<file path="src/rtl/uart_hex_decoder.sv">
// rtl/uart_hex_decoder.sv - parses "<cmd><0..8 hex>CR/LF" bytes into {code, data} bus words
// Optional build macro: UART_HEX_DEC_LOWERCASE_EN (accepts lowercase commands and hex digits)
module uart_hex_decoder #(
  parameter int MAX_DIGITS = 8
) (
  input  logic        i_clk,
  input  logic        i_reset,
  input  logic        i_rx_stb,
  input  logic [7:0]  i_rx_data,
  output logic        o_stb,
  output logic [33:0] o_word,
  output logic        o_wb_we,
  input  logic        i_busy,
  output logic        o_err,
  output logic        o_idle
);

  typedef enum logic [1:0] {S_IDLE, S_ACCUM, S_EMIT} state_t;

  localparam logic [3:0] MAX_CNT = 4'(MAX_DIGITS);

  state_t      r_state, w_state_nxt;
  logic [1:0]  r_code, w_code_nxt;
  logic [31:0] r_acc, w_acc_nxt;
  logic [3:0]  r_cnt, w_cnt_nxt;
  logic [33:0] r_word;
  logic        r_we;
  logic        r_err_defer;

  logic       w_is_hex, w_is_cmd, w_is_term, w_is_space;
  logic [3:0] w_nib;
  logic [1:0] w_cmd;
  logic       w_emit, w_err_now;

  always_comb begin
    w_is_hex = 1'b0;
    w_nib    = 4'd0;
    if (i_rx_data >= 8'h30 && i_rx_data <= 8'h39) begin
      w_is_hex = 1'b1;
      w_nib    = i_rx_data[3:0];
    end else if (i_rx_data >= 8'h41 && i_rx_data <= 8'h46) begin
      w_is_hex = 1'b1;
      w_nib    = i_rx_data[3:0] + 4'd9;
`ifdef UART_HEX_DEC_LOWERCASE_EN
    end else if (i_rx_data >= 8'h61 && i_rx_data <= 8'h66) begin
      w_is_hex = 1'b1;
      w_nib    = i_rx_data[3:0] + 4'd9;
`endif
    end
  end

  always_comb begin
    w_is_cmd = 1'b1;
    w_cmd    = 2'b00;
    case (i_rx_data)
      8'h41: w_cmd = 2'b01;
      8'h57: w_cmd = 2'b00;
      8'h52: w_cmd = 2'b10;
`ifdef UART_HEX_DEC_LOWERCASE_EN
      8'h61: w_cmd = 2'b01;
      8'h77: w_cmd = 2'b00;
      8'h72: w_cmd = 2'b10;
`endif
      default: w_is_cmd = 1'b0;
    endcase
  end

  assign w_is_term  = (i_rx_data == 8'h0D) || (i_rx_data == 8'h0A);
  assign w_is_space = (i_rx_data == 8'h20);

  always_comb begin
    w_state_nxt = r_state;
    w_code_nxt  = r_code;
    w_acc_nxt   = r_acc;
    w_cnt_nxt   = r_cnt;
    w_emit      = 1'b0;
    w_err_now   = 1'b0;
    case (r_state)
      S_IDLE: begin
        if (i_rx_stb) begin
          if (w_is_cmd) begin
            w_code_nxt  = w_cmd;
            w_acc_nxt   = 32'd0;
            w_cnt_nxt   = 4'd0;
            w_state_nxt = S_ACCUM;
          end else if (!(w_is_term || w_is_space)) begin
            w_err_now = 1'b1;
          end
        end
      end
      S_ACCUM: begin
        // Hex check comes first so that 'A' is a digit here, not a new command.
        if (i_rx_stb) begin
          if (w_is_hex) begin
            if (r_cnt < MAX_CNT) begin
              w_acc_nxt = {r_acc[27:0], w_nib};
              w_cnt_nxt = r_cnt + 4'd1;
            end else begin
              w_err_now   = 1'b1;
              w_state_nxt = S_IDLE;
            end
          end else if (w_is_term) begin
            w_state_nxt = S_EMIT;
          end else if (w_is_cmd && w_cmd != 2'b01) begin
            w_err_now  = 1'b1;
            w_code_nxt = w_cmd;
            w_acc_nxt  = 32'd0;
            w_cnt_nxt  = 4'd0;
          end else begin
            w_err_now   = 1'b1;
            w_state_nxt = S_IDLE;
          end
        end
      end
      S_EMIT: begin
        if (!i_busy) begin
          w_emit      = 1'b1;
          w_state_nxt = S_IDLE;
        end
        if (i_rx_stb) w_err_now = 1'b1;
      end
      default: w_state_nxt = S_IDLE;
    endcase
  end

  always_ff @(posedge i_clk or posedge i_reset) begin
    if (i_reset) begin
      r_state     <= S_IDLE;
      r_code      <= 2'b00;
      r_acc       <= 32'd0;
      r_cnt       <= 4'd0;
      r_word      <= 34'd0;
      r_we        <= 1'b0;
      r_err_defer <= 1'b0;
    end else begin
      r_state     <= w_state_nxt;
      r_code      <= w_code_nxt;
      r_acc       <= w_acc_nxt;
      r_cnt       <= w_cnt_nxt;
      r_err_defer <= w_err_now && w_emit;
      if (w_emit) begin
        r_word <= {r_code, r_acc};
        r_we   <= (r_code == 2'b00);
      end
    end
  end

  // A byte dropped in the emit cycle has its error pulse pushed one cycle later.
  assign o_stb   = w_emit;
  assign o_err   = (w_err_now && !w_emit) || r_err_defer;
  assign o_word  = w_emit ? {r_code, r_acc} : r_word;
  assign o_wb_we = w_emit ? (r_code == 2'b00) : r_we;
  assign o_idle  = (r_state == S_IDLE);

endmodule

</file>
<file path="config.mk">
export PLATFORM = sky130hd
export DESIGN_NAME = uart_hex_decoder
export DESIGN_NICKNAME = d
export VERILOG_FILES = /design/src/rtl/uart_hex_decoder.sv
export SDC_FILE = /design/constraint.sdc
export NUM_CORES = 1
export LEC_CHECK = 0
export CAP_MARGIN = 10
export CORE_ASPECT_RATIO = 1.25
export CORE_MARGIN = 1.5
export CORE_UTILIZATION = 40
export DETAILED_ROUTE_END_ITERATION = 8
export SETUP_SLACK_MARGIN = 0.2
export SLEW_MARGIN = 20
export SYNTH_ARGS = -nofsm -noshare
export SYNTH_HDL_FRONTEND = slang
export SYNTH_SLANG_ARGS = --single-unit
export TNS_END_PERCENT = 10
</file>
<file path="constraint.sdc">
create_clock -name i_clk -period 5.6 [get_ports i_clk]
set_input_delay 0.84 -clock i_clk [delete_from_list [all_inputs] [get_ports i_clk]]
set_output_delay 0.84 -clock i_clk [all_outputs]
set_load 0.005 [all_outputs]
</file>
==> results <==
- The DRC marker count from the first detailed-route iteration is 90.
- The last element of the critical path is o_err.
- The synthesis-to-layout area growth is 21.96%.
- In this run, post-CTS hold repair placed 0 buffers.
- The share of the Yosys chip area taken by registers is 0.5392.
- The area of the die is 9394 um^2.
- The number of enable flip-flop cells after synthesis is 0.
- For this design, the slowest cell found on the critical path is sky130_fd_sc_hd__clkdlybuf4s50_1.
- By area the synthesized netlist is led by sky130_fd_sc_hd__dfrtp_1, sky130_fd_sc_hd__mux2_2, sky130_fd_sc_hd__mux2i_1.
- Summing all placed instances gives a cell area of 4121 um^2.
- At the end of the flow, the number of nets in the layout was 366.
- Before antenna repair, the detailed router went through 4 iterations.
- The post-layout minimum cycle time is 4.570 ns.
- Once detailed placement completed, the half-perimeter wirelength came to 4533 um.
- Data on the critical path is required at its endpoint by 4.76 ns.
- The critical path is of the primary input to output port type.
- The power per cell area is 267.3 nW/um^2.
- STA classifies the critical path endpoint as an output port.
- In this run the core area contains 38 standard-cell rows.
- The final count of hold timing violations was 0.
- Setup repair after global routing left no endpoint under its margin.
- At the end of routability-driven placement, the weighted congestion stood at 0.9394.
- At the later pin of the worst-skew pair, clock insertion delay measures 0.35 ns.
- The number of cells traversed by the worst register-to-register path is 6.
- The finished cells cover 4302 um^2.
- The maximum fanout encountered on the critical timing path is 5.
- The number of instances in the synthesized netlist is 296.
- Once the clock tree was built, the resizer swapped 0 gates to a different size.
- Before CTS, the worst setup slack after placement is 1.141 ns.
- The number of port buffers is 49.
- TritonCTS built the clock tree.
- In this run the tightest slew margin relative to its limit is 0.4430.
- The share of the core filled with cells is 0.4999.
- After synthesis, the share of flip-flops with an asynchronous set or reset is 1.000.
- The vias per cell is 4.880.
- The filler-free cell count of the finished design is 474.
- The count of nets left with antenna violations once routing finished came out at 0.
- The synthesized area divided by synthesized cell count is 11.92 um^2.
- The count of pins on the block boundary is 50.
- The effective utilization at floorplan is 0.4099.
- 0 antenna diodes ended up in the layout.
- The wire length reported by the detailed router is 6603 um.
- Synthesis produced a netlist with a net count of 313.
- The tree built by TritonCTS fans out to 76 sinks.
- After routing, the total negative slack on setup checks comes to 0 ns.
- Summing every instance area after synthesis gives 3527 um^2.
- The number of placed instances, taps included is 458.
- In this run the clock root is driven by a sky130_fd_sc_hd__clkbuf_8.
- For this run, the top clock speed supported by timing is 218.8 MHz.
- The total congestion overflow after global routing is 0.
- Dividing the final minimum period by the clock period gives 0.8161.
- The die is 108.0 um tall.
- The run finished with clean final reports.
- Clock tree synthesis inserted a total of 9 buffers.
- In this run, synthesis produced a sequential element count of 76.
- The clock skew is 0.008358 ns.
- The number of endpoints failing setup at the final stage is 0.
- The first global-routing pass estimated 11530 um of wire.
- Across all hold checks on the routed design, the worst slack comes to 0.4960 ns.
- In this run the register-to-register setup slack is 2.96 ns.
- The critical path goes through clkdlybuf4s50_1 > inv_1 > ha_1 > nor4b_1 > nor3_1 > o21ai_0 > o22ai_1 > o31ai_1 > clkdlybuf4s50_1.
- Entering global routing, the biggest net connects 43 pins.
- After detailed routing, the number of remaining DRC violations is 0.
- Yosys instantiated no cell more often than sky130_fd_sc_hd__dfrtp_1.
- In the final layout, the share of cells above drive strength 1 is 0.2006.
- The number of antenna violations at the first check in global routing is 0.
- Of the post-synthesis cell area, the dominant cell type holds 0.5392.
- The critical path's largest stage delay is 0.55 ns.
- The post-CTS clock slew at the launch and capture registers of the worst setup and hold paths is 0.08 ns.
- Across every metal layer, demand over resource in global routing totals 0.1618.
- Across the run, the number of max-cap violations was 0.
- The origin of the critical flop-to-flop path is r_state[0]$_DFFE_PP0P_.
- The count of pins over their slew limit is 0.
- The via count of the first global-routing pass came to 2417.
- Summed over all instances, the cell type with the most area after synthesis is sky130_fd_sc_hd__dfrtp_1.
- The average wire per standard cell is 13.93 um.
- The number of warning messages in the yosys log is 0.
- The path class of the tightest hold or removal check is register to register.
- The worst path meets setup with 1.030 ns of slack.
- The terminus of the critical flop-to-flop path is r_acc[21]$_DFFE_PP0P_.
- Buffers added to address setup during post-CTS repair amount to 0.
- Across all layers, the routed design uses 2313 vias.
- CTS built an H-tree with a depth of 3.
- Sorting the synthesized cells by how often they occur yields sky130_fd_sc_hd__dfrtp_1, sky130_fd_sc_hd__inv_1, sky130_fd_sc_hd__mux2_2, sky130_fd_sc_hd__nand2_1, sky130_fd_sc_hd__mux2i_1.
- The core area is 8606 um^2.
- The analysis attributes to cell leakage a power of 1.904 nW.
- STA classifies the critical path startpoint as a primary input.
- The start point of the critical path is i_rx_data[1].
- Data arrives at the worst endpoint at 3.73 ns.
- The horizontal extent of the die is 86.99 um.
- In this run, distinct cell masters in the synthesized netlist total 47.
- The worst-case IR drop observed on VDD is 96.15 uV.
- The post-route total power is 1.150 mW.
- The most frequent cell on the critical path is sky130_fd_sc_hd__clkdlybuf4s50_1.
- For the pin with the worst max-slew slack, the measured transition is 0.8268 ns.
- The clock tree buffer depth is 2.
- In the synthesized netlist the dominant register cell turns out to be sky130_fd_sc_hd__dfrtp_1.
==> power breakdown <==
group          switching (mW)  internal (mW)  total, mW
registers              0.0469          0.612      0.659
clock network           0.194          0.186      0.380
logic                  0.0582         0.0533      0.111
==> worst min-delay path by stage <==
stage / from / endpoint / slack [ns] / cells past startpoint
after floorplan: r_cnt[0]$_DFFE_PP0P_ / r_cnt[0]$_DFFE_PP0P_ / 0.48 / 1
after global placement: r_word[32]$_DFF_PP0_ / r_word[32]$_DFF_PP0_ / 0.48 / 1
after detailed placement: r_word[0]$_DFF_PP0_ / r_word[0]$_DFF_PP0_ / 0.48 / 1
after CTS: r_we$_DFF_PP0_ / r_we$_DFF_PP0_ / 0.50 / 1
after global routing: r_word[33]$_DFF_PP0_ / r_word[33]$_DFF_PP0_ / 0.52 / 1
final: r_we$_DFF_PP0_ / r_we$_DFF_PP0_ / 0.50 / 1
==> cells by family after synthesis <==
family / count (synthesis) / synth area share
compound gates: 31 / 0.06598
xor+xnor: 1 / 0.002484
fa+ha+maj: 5 / 0.01774
buf+inv: 48 / 0.06669
flops: 76 / 0.5392
mux: 71 / 0.2199
simple gates: 64 / 0.08798
==> layout make-up <==
| class | count | area, um^2 |
|---|---|---|
| clock buffer | 13 | 158.9 |
| clock inverter | 3 | 21.27 |
| fill | 813 | 4304 |
| inverter | 36 | 135.1 |
| multi-input combinational | 172 | 1406 |
| sequential | 76 | 1902 |
| tap | 120 | 150.1 |
| timing repair buffer | 54 | 528.0 |
==> flip-flops by register name (all words and copies together) (netlist names) <==
register / cells
r_we: 1
r_state: 2
r_code: 2
r_cnt: 4
r_word: 34
r_err_defer: 1
r_acc: 32
==> layer usage <==
layer / vias to the layer above / part of all wire / routed length, um / global-route usage
li1: 1109 / - / - / -
met3: 18 / 0.029 / 192 / 0.03588
met2: 50 / 0.51 / 3366 / 0.2669
met1: 1136 / 0.42 / 2801 / 0.1904
met5: - / 0 / 0 / 0
met4: 0 / 0.037 / 242 / 0.09908
==> critical path: cells and delay by family <==
kind,cells,cell delay [ns]
buf+inv,3,1.17
compound gates,3,0.78
simple gates,2,0.69
fa+ha+maj,1,0.23
==> layout by cell type (no fill, tap or decap), types with 2 or more instances in the layout <==
cell type                         count
sky130_fd_sc_hd__a21boi_0             2
sky130_fd_sc_hd__a21oi_1              3
sky130_fd_sc_hd__a2bb2oi_1            2
sky130_fd_sc_hd__a31o_2               3
sky130_fd_sc_hd__a31oi_1              2
sky130_fd_sc_hd__buf_4                5
sky130_fd_sc_hd__clkbuf_1             2
sky130_fd_sc_hd__clkbuf_8            11
sky130_fd_sc_hd__clkdlybuf4s50_1     49
sky130_fd_sc_hd__dfrtp_1             76
sky130_fd_sc_hd__ha_1                 5
sky130_fd_sc_hd__inv_1               35
sky130_fd_sc_hd__mux2_2              36
sky130_fd_sc_hd__mux2_4               4
sky130_fd_sc_hd__mux2i_1             31
sky130_fd_sc_hd__nand2_1             34
sky130_fd_sc_hd__nand2b_1             3
sky130_fd_sc_hd__nand3_1              2
sky130_fd_sc_hd__nor2_1              11
sky130_fd_sc_hd__nor4bb_1             2
sky130_fd_sc_hd__o21ai_0              5
sky130_fd_sc_hd__o31ai_1              2
Power figures use the tool's default switching activity.
